## config.mk

```make
export PLATFORM = sky130hd
export DESIGN_NAME = io_dispatcher
export DESIGN_NICKNAME = d
export VERILOG_FILES = /design/src/rtl/io_ctrl_pkg.sv /design/src/rtl/io_cmd_fifo.sv /design/src/rtl/io_dispatcher.sv
export SDC_FILE = /design/constraint.sdc
export NUM_CORES = 1
export LEC_CHECK = 0
export BUFFER_PORTS_ARGS = -buffer_cell sky130_fd_sc_hd__buf_4
export CAP_MARGIN = 40
export CORE_MARGIN = 2
export CORE_UTILIZATION = 40
export CTS_CLUSTER_SIZE = 28
export DETAILED_ROUTE_END_ITERATION = 16
export GPL_TIMING_DRIVEN = 0
export MAX_ROUTING_LAYER = met4
export PLACE_DENSITY = 0.59
export RECOVER_POWER = 100
export SLEW_MARGIN = 10
export SYNTH_ARGS = -nofsm -noshare
export SYNTH_HDL_FRONTEND = slang
export SYNTH_SLANG_ARGS = --single-unit
```

## constraint.sdc

```tcl
create_clock -name clk -period 4.8 [get_ports clk]
set_clock_uncertainty 0.1 [all_clocks]
set_input_delay 0.96 -clock clk [delete_from_list [all_inputs] [get_ports clk]]
set_output_delay 0.96 -clock clk [all_outputs]
set_load 0.02 [all_outputs]
```

## src/rtl/io_ctrl_pkg.sv

```systemverilog
// Shared opcode constants, FSM state encoding and default widths for the I/O dispatcher.
// Optional watchdog feature is enabled by defining IO_DISPATCHER_WATCHDOG_EN.
package io_ctrl_pkg;

  localparam int DEF_INSTRUCTION_SIZE = 3;
  localparam int DEF_REGISTER_SIZE    = 5;
  localparam int DEF_AUXILIAR_SIZE    = 44;
  localparam int DEF_IO_OUTPUT_SIZE   = 8;
  localparam int DEF_FIFO_DEPTH       = 4;

  localparam logic [2:0] OP_MAINTAIN          = 3'b000;
  localparam logic [2:0] OP_WRITE             = 3'b001;
  localparam logic [2:0] OP_WRITE_DELAY       = 3'b010;
  localparam logic [2:0] OP_MULTI_WRITE       = 3'b011;
  localparam logic [2:0] OP_READ              = 3'b100;
  localparam logic [2:0] OP_READ_DELAY        = 3'b101;
  localparam logic [2:0] OP_READ_WAIT         = 3'b110;
  localparam logic [2:0] OP_MULTI_WRITE_DELAY = 3'b111;

  // Cycles spent in WAIT_BUSY before the watchdog gives up on io_busy.
  localparam int WATCHDOG_LIMIT = 4;

  typedef enum logic [2:0] {
    ST_IDLE      = 3'd0,
    ST_ISSUE     = 3'd1,
    ST_WAIT_BUSY = 3'd2,
    ST_WAIT_DONE = 3'd3,
    ST_RESPOND   = 3'd4
  } state_t;

endpackage

```

## src/rtl/io_cmd_fifo.sv

```systemverilog
// Command buffer for the I/O dispatcher: power-of-two depth, wrapping pointers,
// occupancy count one bit wider than the pointers. Pushes into a full buffer are refused.
module io_cmd_fifo #(
  parameter int WIDTH = 52,
  parameter int DEPTH = 4
) (
  input  logic             clk,
  input  logic             rst,
  input  logic             push,
  input  logic [WIDTH-1:0] push_data,
  input  logic             pop,
  output logic [WIDTH-1:0] pop_data,
  output logic             full,
  output logic             empty
);

  localparam int PTR_W = (DEPTH > 1) ? $clog2(DEPTH) : 1;
  localparam int CNT_W = $clog2(DEPTH) + 1;

  logic [WIDTH-1:0] mem [DEPTH];
  logic [PTR_W-1:0] wr_ptr;
  logic [PTR_W-1:0] rd_ptr;
  logic [CNT_W-1:0] count;
  logic             do_push;
  logic             do_pop;

  assign full     = (count == CNT_W'(DEPTH));
  assign empty    = (count == '0);
  assign do_push  = push && !full;
  assign do_pop   = pop && !empty;
  assign pop_data = mem[rd_ptr];

  // NOTE: the storage array is deliberately left without reset; an entry is only ever
  // read after it has been written, and the count alone says which entries are valid.
  always_ff @(posedge clk) begin
    if (do_push) mem[wr_ptr] <= push_data;
  end

  always_ff @(posedge clk or posedge rst) begin
    if (rst) begin
      wr_ptr <= '0;
      rd_ptr <= '0;
      count  <= '0;
    end else begin
      if (do_push) wr_ptr <= wr_ptr + PTR_W'(1);
      if (do_pop)  rd_ptr <= rd_ptr + PTR_W'(1);
      case ({do_push, do_pop})
        2'b10:   count <= count + CNT_W'(1);
        2'b01:   count <= count - CNT_W'(1);
        default: count <= count;
      endcase
    end
  end

endmodule

```

## src/rtl/io_dispatcher.sv

```systemverilog
// Buffers host commands and issues them one at a time to an I/O execution unit,
// returning one response per command. Define IO_DISPATCHER_WATCHDOG_EN to time out a missing io_busy.
module io_dispatcher
  import io_ctrl_pkg::*;
#(
  parameter int INSTRUCTION_SIZE = DEF_INSTRUCTION_SIZE,
  parameter int REGISTER_SIZE    = DEF_REGISTER_SIZE,
  parameter int AUXILIAR_SIZE    = DEF_AUXILIAR_SIZE,
  parameter int IO_OUTPUT_SIZE   = DEF_IO_OUTPUT_SIZE,
  parameter int FIFO_DEPTH       = DEF_FIFO_DEPTH
) (
  input  logic                        clk,
  input  logic                        rst,
  input  logic                        cmd_valid,
  output logic                        cmd_ready,
  input  logic [INSTRUCTION_SIZE-1:0] cmd_instruction,
  input  logic [REGISTER_SIZE-1:0]    cmd_register,
  input  logic [AUXILIAR_SIZE-1:0]    cmd_auxiliar,
  output logic                        rsp_valid,
  output logic [IO_OUTPUT_SIZE-1:0]   rsp_data,
  output logic                        rsp_error,
  output logic [INSTRUCTION_SIZE-1:0] io_instruction,
  output logic [REGISTER_SIZE-1:0]    io_register,
  output logic [AUXILIAR_SIZE-1:0]    io_auxiliar,
  output logic                        io_valid_instruction,
  input  logic                        io_busy,
  input  logic                        io_valid,
  input  logic [IO_OUTPUT_SIZE-1:0]   io_result
);

  localparam int CMD_W = INSTRUCTION_SIZE + REGISTER_SIZE + AUXILIAR_SIZE;

  state_t                      state;
  logic [INSTRUCTION_SIZE-1:0] hold_instruction;
  logic [REGISTER_SIZE-1:0]    hold_register;
  logic [AUXILIAR_SIZE-1:0]    hold_auxiliar;
  logic [CMD_W-1:0]            fifo_data;
  logic                        fifo_full;
  logic                        fifo_empty;
  logic                        fifo_pop;
  logic                        is_read;

  assign cmd_ready = !fifo_full;
  assign fifo_pop  = (state == ST_IDLE) && !fifo_empty && !io_busy;

  // Only the read family returns data; io_valid is ignored for every other opcode.
  assign is_read = (hold_instruction == INSTRUCTION_SIZE'(OP_READ))       ||
                   (hold_instruction == INSTRUCTION_SIZE'(OP_READ_DELAY)) ||
                   (hold_instruction == INSTRUCTION_SIZE'(OP_READ_WAIT));

  assign io_instruction = hold_instruction;
  assign io_register    = hold_register;
  assign io_auxiliar    = hold_auxiliar;

  io_cmd_fifo #(
    .WIDTH (CMD_W),
    .DEPTH (FIFO_DEPTH)
  ) u_fifo (
    .clk       (clk),
    .rst       (rst),
    .push      (cmd_valid),
    .push_data ({cmd_instruction, cmd_register, cmd_auxiliar}),
    .pop       (fifo_pop),
    .pop_data  (fifo_data),
    .full      (fifo_full),
    .empty     (fifo_empty)
  );

`ifdef IO_DISPATCHER_WATCHDOG_EN
  logic [2:0] wd_count;
  logic       rsp_error_q;

  assign rsp_error = rsp_error_q;
`else
  assign rsp_error = 1'b0;
`endif

  // NOTE: every register in this block uses non-blocking assignment so that all
  // next-state decisions see the values from before the clock edge.
  always_ff @(posedge clk or posedge rst) begin
    if (rst) begin
      state                <= ST_IDLE;
      hold_instruction     <= '0;
      hold_register        <= '0;
      hold_auxiliar        <= '0;
      io_valid_instruction <= 1'b0;
      rsp_valid            <= 1'b0;
      rsp_data             <= '0;
`ifdef IO_DISPATCHER_WATCHDOG_EN
      wd_count             <= '0;
      rsp_error_q          <= 1'b0;
`endif
    end else begin
      io_valid_instruction <= 1'b0;
      rsp_valid            <= 1'b0;
`ifdef IO_DISPATCHER_WATCHDOG_EN
      rsp_error_q          <= 1'b0;
`endif
      case (state)
        ST_IDLE: begin
          if (fifo_pop) begin
            {hold_instruction, hold_register, hold_auxiliar} <= fifo_data;
            io_valid_instruction <= 1'b1;
            state                <= ST_ISSUE;
          end
        end
        ST_ISSUE: begin
          state <= ST_WAIT_BUSY;
`ifdef IO_DISPATCHER_WATCHDOG_EN
          wd_count <= '0;
`endif
        end
        ST_WAIT_BUSY: begin
          if (io_busy) begin
            state <= ST_WAIT_DONE;
`ifdef IO_DISPATCHER_WATCHDOG_EN
          end else if (wd_count == 3'(WATCHDOG_LIMIT - 1)) begin
            state       <= ST_RESPOND;
            rsp_valid   <= 1'b1;
            rsp_data    <= '0;
            rsp_error_q <= 1'b1;
          end else begin
            wd_count <= wd_count + 3'd1;
`endif
          end
        end
        ST_WAIT_DONE: begin
          if (!io_busy) begin
            state     <= ST_RESPOND;
            rsp_valid <= 1'b1;
            rsp_data  <= (is_read && io_valid) ? io_result : '0;
          end
        end
        ST_RESPOND: state <= ST_IDLE;
        default:    state <= ST_IDLE;
      endcase
    end
  end

endmodule

```

==> results of run 1 <==
## routing by layer
| metal | up-vias | track usage, % |
|---|---|---|
| met5 | - | - |
| met2 | 136 | 25.8 |
| met4 | 0 | 3.91 |
| met3 | 35 | 3.25 |
| met1 | 2556 | 18.7 |
| li1 | 2181 | - |
## cell usage after synthesis
| cell | count | area share [%] |
|---|---|---|
| xor2_1 | 2 | 0.17 |
| nand3b_1 | 1 | 0.072 |
| nand2_1 | 3 | 0.11 |
| edfxtp_1 | 208 | 60 |
| nand3_4 | 1 | 0.17 |
| nand4bb_1 | 1 | 0.11 |
| a22o_1 | 8 | 0.67 |
| buf_6 | 11 | 1.2 |
| nor2_2 | 1 | 0.060 |
| clkbuf_1 | 6 | 0.22 |
| nor3_1 | 1 | 0.048 |
| nor2_1 | 3 | 0.11 |
| xnor2_1 | 4 | 0.34 |
| and2_4 | 1 | 0.084 |
| mux2i_1 | 1 | 0.096 |
| a21oi_1 | 1 | 0.048 |
| conb_1 | 1 | 0.036 |
| buf_2 | 1 | 0.048 |
| mux2_2 | 53 | 5.7 |
| dfrtp_1 | 72 | 17 |
| buf_4 | 1 | 0.072 |
| a211oi_2 | 1 | 0.12 |
| fa_1 | 1 | 0.19 |
| nand4_1 | 1 | 0.060 |
| mux4_1 | 1 | 0.25 |
| inv_1 | 11 | 0.40 |
| mux4_2 | 51 | 11 |
| or3b_1 | 1 | 0.084 |
| ha_1 | 5 | 0.60 |
| or3_4 | 1 | 0.11 |
| and3_1 | 4 | 0.24 |
## stage by stage
| stage | total power, mW | cells |
|---|---|---|
| finish | 8.48 | 978 |
| floorplan | 5.28 | 458 |
| global route | 8.90 | 978 |
| CTS | 8.90 | 976 |
| global placement | 6.19 | 915 |
| detailed placement | 6.29 | 920 |
## path summary, 6_finish.rpt
check | from | to | slack, ns | cells past startpoint
max | u_fifo.count[0] | u_fifo.count[2] | 1.61 | 10
min | state[2] | state[0] | 0.39 | 1
max reg2reg | u_fifo.count[0] | u_fifo.count[2] | 1.61 | 10
min reg2reg | state[2] | state[0] | 0.39 | 1
max in group asynchronous | rst | io_auxiliar[27] | 3.08 | 3
min in group asynchronous | rst | io_register[1] | 0.68 | 2
## where the power goes
part | leakage (nW) | internal (mW) | switching, mW
clock network | 0.551 | 1.68 | 0.895
registers | 2.78 | 3.31 | 0.253
logic | 1.09 | 1.03 | 1.30
total | 4.42 | 6.03 | 2.45
## logic make-up (layout without fill, tap and decap cells)
group                      count (synthesis)  in the layout  share of synthesized area [%]
AOI/OAI and AO/OA                         10             10                          0.843
xor gates and xnor gates                   6              6                          0.506
adders and majority gates                  6              6                          0.795
buffers and inverters                     30            218                           1.93
DFF                                      280            280                           77.5
muxes                                    106            106                           17.2
other                                      1              3                         0.0361
and+or+nand+nor                           19             19                           1.25
## flip-flops by register name, indices dropped and copies added (netlist names), 2 cells and up
| name | flops |
|---|---|
| u_fifo.rd_ptr | 2 |
| u_fifo.count | 3 |
| io_instruction | 3 |
| state | 3 |
| io_auxiliar | 44 |
| u_fifo.wr_ptr | 2 |
| u_fifo.mem | 208 |
| rsp_data | 8 |
| io_register | 5 |
## worst register-to-register path: stages (launching register included)
cell,delay (ns)
dfrtp_1,0.41
or3_1,0.41
nand3_1,0.57
clkbuf_1,0.57
inv_1,0.11
ha_1,0.25
inv_1,0.09
fa_1,0.19
xor2_1,0.14
nor2_1,0.07
xor2_1,0.15
## area by class of cell
class                   count  share of cell area (%)
well taps                 330                    3.29
clock inverters            15                    2.25
diodes                      2                  0.0399
plain buffers              19                    1.20
inverters                  11                   0.339
flip-flops and latches    280                    64.2
multi-input cells         148                    16.8
repair buffers            132                    4.99
clock buffers              41                    6.88
==> results.md, run 1 <==
* Top sig layer: met4
* Most common cell after layout, fill and taps aside: edfxtp_1
* # DRC at 0
* Most frequent cells in the layout: edfxtp_1 (208), clkbuf_1 (129), dfrtp_1 (72)
* Largest stage delay on the critical path at 0.57 ns
* Iteration-0 DRC Markers at 270
* Final Util at 49.5%
* Crit Path Class: flip-flop to flip-flop
* Worst Path Required at 5.11 ns
* Gr usage total at 15.2%
* Peak supply drop at 0.000346 V
* Hold WC Path Type: flip-flop to flip-flop
* Core ar. at 25300 um^2
* Gpl congestion at 0.716
* Area occupied by multi-input gates at 2110 um^2
* H-tree depth at 1
* Place WS at 1.64 ns
* First-pass GRT wire length at 30.1 mm
* Wire length on met1 at 8.34 mm
* DPL Wire Length at 12.5 mm
* DR pass1 iterations at 4
* Die X-Extent at 165 um
* Ys Warns at 0
* Post-route worst setup slack at 1.61 ns
* Critical path arrival at 3.50 ns
* CP delay by family, top: simple AND/OR/NAND/NOR gates
* Post-Synthesis Net Count at 529
* RSZ-0062 raised after global routing: no
* Fin area at 12500 um^2
* Cts repair resizes at 0
* Max Cap Viol at 1
* Die area at 27300 um^2
* Nets at 693
* CTS tree: done
* Register area at 8050 um^2
* Drt wl/cell at 20.4 um
* Minimum clock period at 3.19 ns
* Synth Cell Area at 10400 um^2
* Layout cells sized above 1 at 28.2%
* Slowest cell on crit path: nand3_1
* WL final at 20.0 mm
* Routed met2 length at 10.0 mm
* Setup violations, final at 0
* CTS Sinks at 280
* Failing checks: max-capacitance violations, max-slew violations
* Slew Limit Fails at 28
* Pin count of the biggest net entering global routing at 46
* Final hold viol count at 0
* Crit Path Max Fanout at 10
* Max Clk Rate at 314 MHz
* Rows at 58
* FILL cells at 2132
* Outcome: finished with violations
* CTS root buffer: clkbuf_16
* Number of global-route vias before repair at 5375
* Routed met3 length at 1.11 mm
* DRT antenna net count at 0
* Clock Latency Late Sink at 0.53 ns
* Synth Instances at 458
* Register area share after synthesis at 77.5%
* Slew of the pin with the lowest slew margin at 1.52 ns
* Hold WS at 0.385 ns
* DR vias at 4908
* Worst path cell trace: or3_1 -> nand3_1 -> clkbuf_1 -> inv_1 -> ha_1 -> inv_1 -> fa_1 -> xor2_1 -> nor2_1 -> xor2_1
* Setup Buffers After CTS at 0
* #FFs+latches synth at 280
* Worst-path clk slew at 0.06 ns
* Hold buffer count at CTS at 0
* CTS Buf Count at 30
* Grt ovf at 0
* Clock buffer depth at 3
* Pwr Density at 676 nW/um^2
* Setup TNS at 0 ns
* Distinct cells, synth at 31
* Final period util at 66.4%
* Buf/Inv on CP at 3
* Area delta synth->final at 20.7%
* Relative slew slack at -1.61%
* LEAKAGE at 4.42 nW
* IO Port Bufs at 127
* Starting Density at 41.0%
* Placed instance area at 11900 um^2
* Syn_area_per_cell at 22.7 um^2
* Setup crit start kind: flip-flop
* I/O pins at 129
* Die Y at 165 um
* Crit end category: flip-flop
* Vias/cell at 5.02
* Initial antenna violation count at 2
Note: power is estimated with default switching activity, not from simulation.
==> inputs of run 2 (changes only) <==
==> constraint.sdc (replaced) <==
create_clock -name clk -period 2.97 [get_ports clk]
set_clock_uncertainty 0.1 [all_clocks]
set_input_delay 0.594 -clock clk [delete_from_list [all_inputs] [get_ports clk]]
set_output_delay 0.594 -clock clk [all_outputs]
set_load 0.02 [all_outputs]
==> run 2 against run 1 <==
Die area is the same; setup slack lost 1.3 ns; largest power group unchanged; sequential cell count is the same; largest cell class unchanged; sequential power grew 62%; clock power grew 62%; cell count grew 0.10%; total power grew 62%; non-clock buffer count grew 1; combinational power grew 62%; the run now ends clean; first-iteration DRC count shrank 0.74%; register-to-register slack lost 1.3 ns; critical endpoint unchanged.
==> results.md, run 2 (synthesis gave the netlist of run 1 again) <==
* Outcome: finished, final reports clean
* DR vias at 4934
* Most flops, register: u_fifo.mem
* R2R Setup Slk at 0.36 ns
* Grt ovf at 0
* Peak supply drop at 0.000559 V
* Nets at 694
* Power consumption at 13.7 mW
* Core ar. at 25300 um^2
* Pin count of the biggest net entering global routing at 46
* Final period util at 88.0%
* Worst path cell trace: nor2_1 -> nand3_4 -> buf_6 -> inv_1 -> ha_1 -> inv_1 -> fa_1 -> xor2_1 -> nor2_1 -> xor2_1
* Drt wl/cell at 20.4 um
* # DRC at 0
* DPL Wire Length at 12.5 mm
* RSZ-0062 raised after global routing: no
* Crit Path Max Fanout at 10
* IO Port Bufs at 127
* CTS Buf Count at 30
* Die X-Extent at 165 um
* Crit Path Class: flip-flop to flip-flop
* Clock buffer depth at 3
* Clock Latency Late Sink at 0.53 ns
* Iteration-0 DRC Markers at 268
* Most common cell after layout, fill and taps aside: edfxtp_1
* Setup Buffers After CTS at 0
* Largest stage delay on the critical path at 0.44 ns
* CTS Sinks at 280
* Gpl congestion at 0.716
* Post-route insts no fill at 979
* Number of global-route vias before repair at 5375
* Area delta synth->final at 20.9%
* Placed cell count at 920
* Rows at 58
* First-pass GRT wire length at 30.1 mm
* DRT antenna net count at 0
* Max Clk Rate at 383 MHz
* Most frequent cells in the layout: edfxtp_1 (208), clkbuf_1 (127), dfrtp_1 (72)
* Slowest cell on crit path: fa_1
* Max Cap Viol at 0
* Buf/Inv on CP at 3
* Gr usage total at 15.2%
* Reg2reg end: u_fifo.count[2]
* Worst-path clk slew at 0.06 ns
* Post-route worst setup slack at 0.358 ns
* Relative slew slack at 5.79%
* Worst Path Required at 3.32 ns
* Hold WC Path Type: primary input to flip-flop
* Worst Hold Depth at 2
* RR Startpoint: state[1]
* Crit end category: flip-flop
* H-tree depth at 1
* Minimum clock period at 2.61 ns
* Worst R2R Path Depth at 10
* CTS root buffer: clkbuf_16
* LEAKAGE at 4.43 nW
* Hold EP: rsp_data[3]
* CP delay by family, top: simple AND/OR/NAND/NOR gates
* Cts repair resizes at 0
* DR pass1 iterations at 4
* Initial antenna violation count at 2
* Slew of the pin with the lowest slew margin at 1.41 ns
* WL final at 20.0 mm
* Slew Limit Fails at 0
* FILL cells at 2130
* I/O pins at 129
* Pwr Density at 1090 nW/um^2
* Final hold viol count at 0
* Critical path arrival at 2.97 ns
* Die area at 27300 um^2
* Setup violations, final at 0
* Setup crit start kind: flip-flop
* Min-delay src: io_result[3]
* CTS tree: done
* Die Y at 165 um
* Largest register FFs at 208
* Layout cells sized above 1 at 28.6%
* Place WS at 0.172 ns
* Register area at 8050 um^2
* Starting Density at 41.0%
* Vias/cell at 5.04
* Area occupied by multi-input gates at 2120 um^2
* Setup TNS at 0 ns
## run 2: area by class of cell
class	count	area share (%)
Antenna cell	2	0.0399
Buffer	19	1.26
Clock buffer	41	6.88
Clock inverter	15	2.24
Inverter	11	0.339
Multi-Input combinational cell	148	16.9
Sequential cell	280	64.1
Tap cell	330	3.29
Timing Repair Buffer	133	4.93
## run 2: power breakdown
group	switching (mW)	total, mW	internal (mW)
registers	0.409	5.77	5.36
clock network	1.45	4.17	2.72
logic	2.11	3.78	1.67
## run 2: timing repair
item	in CTS	in global routing
endpoints found under the hold margin	27	0
endpoints found under the setup margin	0	0
hold buffers	1	0
## run 2: per-stage QoR
step           util (%)  cell area (um^2)  hold slack (ns)
2_1_floorplan         -             10400            0.337
3_3_place_gp       46.4             11800            0.356
3_5_place_dp       46.9             11900            0.369
4_1_cts            51.5             13000            0.130
5_1_grt            49.6             12600            0.159
6_report           49.6             12600            0.185
## run 2: how the worst max path moves through the flow
stage	from	end	slack [ns]	cells after the start
4_1_cts	state[2]	u_fifo.count[2]	0.44	10
2_1_floorplan	u_fifo.count[2]	u_fifo.mem[0][0]	0.41	2
5_1_grt	rst	io_auxiliar[27]	0.14	4
6_report	state[1]	u_fifo.count[2]	0.36	10
3_5_place_dp	io_busy	u_fifo.count[2]	0.17	11
3_3_place_gp	rst	io_auxiliar[29]	-1.00	2
## run 2: per-layer routing
layer	global-route usage, %	up-vias	share of wire [%]
met2	25.8	135	50
li1	-	2183	-
met1	18.7	2579	42
met4	3.91	0	2.5
met3	3.25	37	5.5
met5	-	-	0
==> inputs of run 3 (changes only) <==
--- a/config.mk
+++ b/config.mk
@@ -5,6 +5,7 @@
 export SDC_FILE = /design/constraint.sdc
 export NUM_CORES = 1
 export LEC_CHECK = 0
+export ABC_AREA = 1
 export BUFFER_PORTS_ARGS = -buffer_cell sky130_fd_sc_hd__buf_4
 export CAP_MARGIN = 40
 export CORE_MARGIN = 2
@@ -13,7 +14,7 @@
 export DETAILED_ROUTE_END_ITERATION = 16
 export GPL_TIMING_DRIVEN = 0
 export MAX_ROUTING_LAYER = met4
-export PLACE_DENSITY = 0.59
+export PLACE_DENSITY = 0.58
 export RECOVER_POWER = 100
 export SLEW_MARGIN = 10
 export SYNTH_ARGS = -nofsm -noshare
==> run 3 against run 2 <==
The run now ends with max-capacitance violations, max-slew violations left; total power rose by 1.2%; sequential power fell by 2%; sequential share of layout area fell by 3.0 points; first-iteration DRC count rose by 51%; critical path type unchanged.
==> results.md, run 3 <==
* Place WS at 0.295 ns
* DPL Wire Length at 15.7 mm
* Synth Instances at 941
* Pwr Density at 1050 nW/um^2
* Crit Path Class: flip-flop to flip-flop
* I/O pins at 129
* LEAKAGE at 5.09 nW
* Iteration-0 DRC Markers at 404
* Hold WS at 0.149 ns
* H-tree depth at 1
* # DRC at 0
* Cts repair resizes at 0
* Register area share after synthesis at 72.7%
* Asr flop ratio synth at 25.7%
* Die Y at 170 um
* Post-Synthesis Net Count at 1012
* Synth Cell Area at 11100 um^2
* Net Switching at 4.86 mW
* Critical path arrival at 2.78 ns
* RSZ-0062 raised after global routing: no
* Rows at 60
* Crit Path Max Fanout at 20
* Hold buffer count at CTS at 0
* Most common cell after layout, fill and taps aside: nand2_1
* Failing checks: max-capacitance violations, max-slew violations
* DRT antenna net count at 0
* Largest register FFs at 208
* Flop pwr share at 40.7%
* Yosys top cell area share at 56.4%
* Die X-Extent at 170 um
* Final hold viol count at 0
* Post-synth top cells: nand2_1 (226), edfxtp_1 (208), nor2_1 (162)
* Worst path cell trace: nor2_1 -> nand2_1 -> nand2_1 -> nor2_2 -> buf_16 -> clkbuf_4
* Syn_area_per_cell at 11.8 um^2
* Critical path's most frequent cell: nand2_1
* Drt wl/cell at 16.4 um
* Outcome: finished with violations
* Most frequent cells in the layout: nand2_1 (226), edfxtp_1 (208), nor2_1 (161)
* Max Clk Rate at 373 MHz
* Number of global-route vias before repair at 7006
* Gr usage total at 17.8%
* Minimum clock period at 2.68 ns
* Grt ovf at 0
* Worst-path clk slew at 0.06 ns
* Clock buffer depth at 3
* IO Port Bufs at 127
* Top-count cell post-synth: nand2_1
* Post-route insts no fill at 1505
* Power consumption at 13.9 mW
* Internal power at 9.02 mW
* Max Cap Viol at 1
* Largest area contributor in the netlist: edfxtp_1
* Post-route worst setup slack at 0.289 ns
* Peak supply drop at 0.000504 V
* Combinational power share at 31.8%
* Setup crit start kind: flip-flop
* Area delta synth->final at 18.8%
* Worst R2R Path Depth at 6
* Fin area at 13200 um^2
* CTS root buffer: clkbuf_16
* WL final at 24.6 mm
* Clock Power Share at 27.5%
* Placed cell count at 1450
* Layout cells sized above 1 at 11.3%
* Slowest cell on crit path: nor2_2
* Switching Fraction at 35.0%
* DR pass1 iterations at 4
* Min-delay src: io_busy
* Relative slew slack at -10.9%
* Largest stage delay on the critical path at 0.85 ns
* RR Startpoint: u_fifo.count[0]
* Reg2reg end: u_fifo.mem[1][31]
* Most flops, register: u_fifo.mem
* Crit end category: flip-flop
* Vias/cell at 4.67
* Setup TNS at 0 ns
* Starting Density at 40.9%
* Hold EP: state[2]
* Worst Path Required at 3.07 ns
* R2R Setup Slk at 0.29 ns
* Gpl congestion at 0.730
* Setup Buffers After CTS at 0
* Worst Hold Depth at 2
* Clock Latency Late Sink at 0.54 ns
* CTS Sinks at 280
* CTS tree: done
* Ys Warns at 0
* Top_reg_cell synth: edfxtp_1
* Distinct cells, synth at 30
* Placed instance area at 12800 um^2
* Nets at 1180
* #FFs+latches synth at 280
* Number of flops mapped to enable cells by yosys at 208
* Final period util at 90.3%
* Pin count of the biggest net entering global routing at 42
* Hold WC Path Type: primary input to flip-flop
* Die area at 29000 um^2
* Core ar. at 27100 um^2
* DR vias at 7029
* Top post-synthesis cells by area: edfxtp_1 (56%), dfrtp_1 (16%), nand2_1 (7.7%)
* Final Util at 48.6%
* Slew Limit Fails at 33
* CTS Buf Count at 29
* First-pass GRT wire length at 38.7 mm
* Initial antenna violation count at 2
* Setup violations, final at 0
* Slew of the pin with the lowest slew margin at 1.65 ns
-- run 3: cell count changes after synthesis, moves of 28 or more --
cell     before  now
nand2_1       3  226
nor2_1        3  162
o21ai_0       0   89
mux2_2       53    0
mux4_2       51    0
or2_2         0   28
-- run 3: worst max-delay path: cells and delay by family, from the launching register on --
| kind | cells | cell delay, ns |
|---|---|---|
| and+or+nand+nor | 4 | 1.21 |
| buffers and inverters | 2 | 0.63 |
| DFF | 1 | 0.39 |
-- run 3: area by class of cell --
type | count | area, um^2
Antenna cell | 2 | 5.00
Inverter | 27 | 105
Clock inverter | 19 | 246
Timing Repair Buffer | 137 | 664
Clock buffer | 34 | 764
Buffer | 48 | 268
Fill cell | 2561 | 13900
Sequential cell | 280 | 8050
Multi-Input combinational cell | 586 | 2590
Tap cell | 372 | 465
-- run 3: worst max-delay path by stage --
stage,start,end,depth (start not counted)
3_5_place_dp,io_busy,u_fifo.count[2],11
5_1_grt,state[0],u_fifo.count[2],12
3_3_place_gp,cmd_valid,u_fifo.mem[3][32],3
4_1_cts,state[2],u_fifo.count[2],12
2_1_floorplan,u_fifo.count[0],u_fifo.mem[0][0],4
6_report,u_fifo.count[0],u_fifo.mem[1][31],6
-- run 3: cells by family (layout without fill, tap and decap cells) --
kind of cell / count (synthesis) / in the layout / synth area share [%]
adders and majority gates: 6 / 6 / 0.746
and+or+nand+nor: 457 / 457 / 17.2
DFF: 280 / 280 / 72.7
AOI/OAI and AO/OA: 118 / 118 / 5.36
xor gates and xnor gates: 4 / 4 / 0.316
other: 1 / 3 / 0.0339
buffers and inverters: 75 / 265 / 3.71
-- run 3: routing by layer --
layer | vias to the layer above | wire, um | track usage, %
li1 | 3476 | - | -
met1 | 3375 | 11000 | 23.3
met2 | 137 | 11900 | 29.4
met3 | 41 | 1230 | 2.88
met4 | 0 | 494 | 4.38
met5 | - | 0 | -
-- run 3: power by group through the flow --
| stage | clock, mW | combinational [mW] | sequential, mW |
|---|---|---|---|
| 2_1_floorplan | 0 | 2.59 | 6.20 |
| 3_3_place_gp | 0 | 4.75 | 5.82 |
| 3_5_place_dp | 0 | 5.03 | 5.74 |
| 4_1_cts | 3.90 | 5.05 | 5.67 |
| 5_1_grt | 4.06 | 5.01 | 5.75 |
| 6_report | 3.81 | 4.42 | 5.65 |
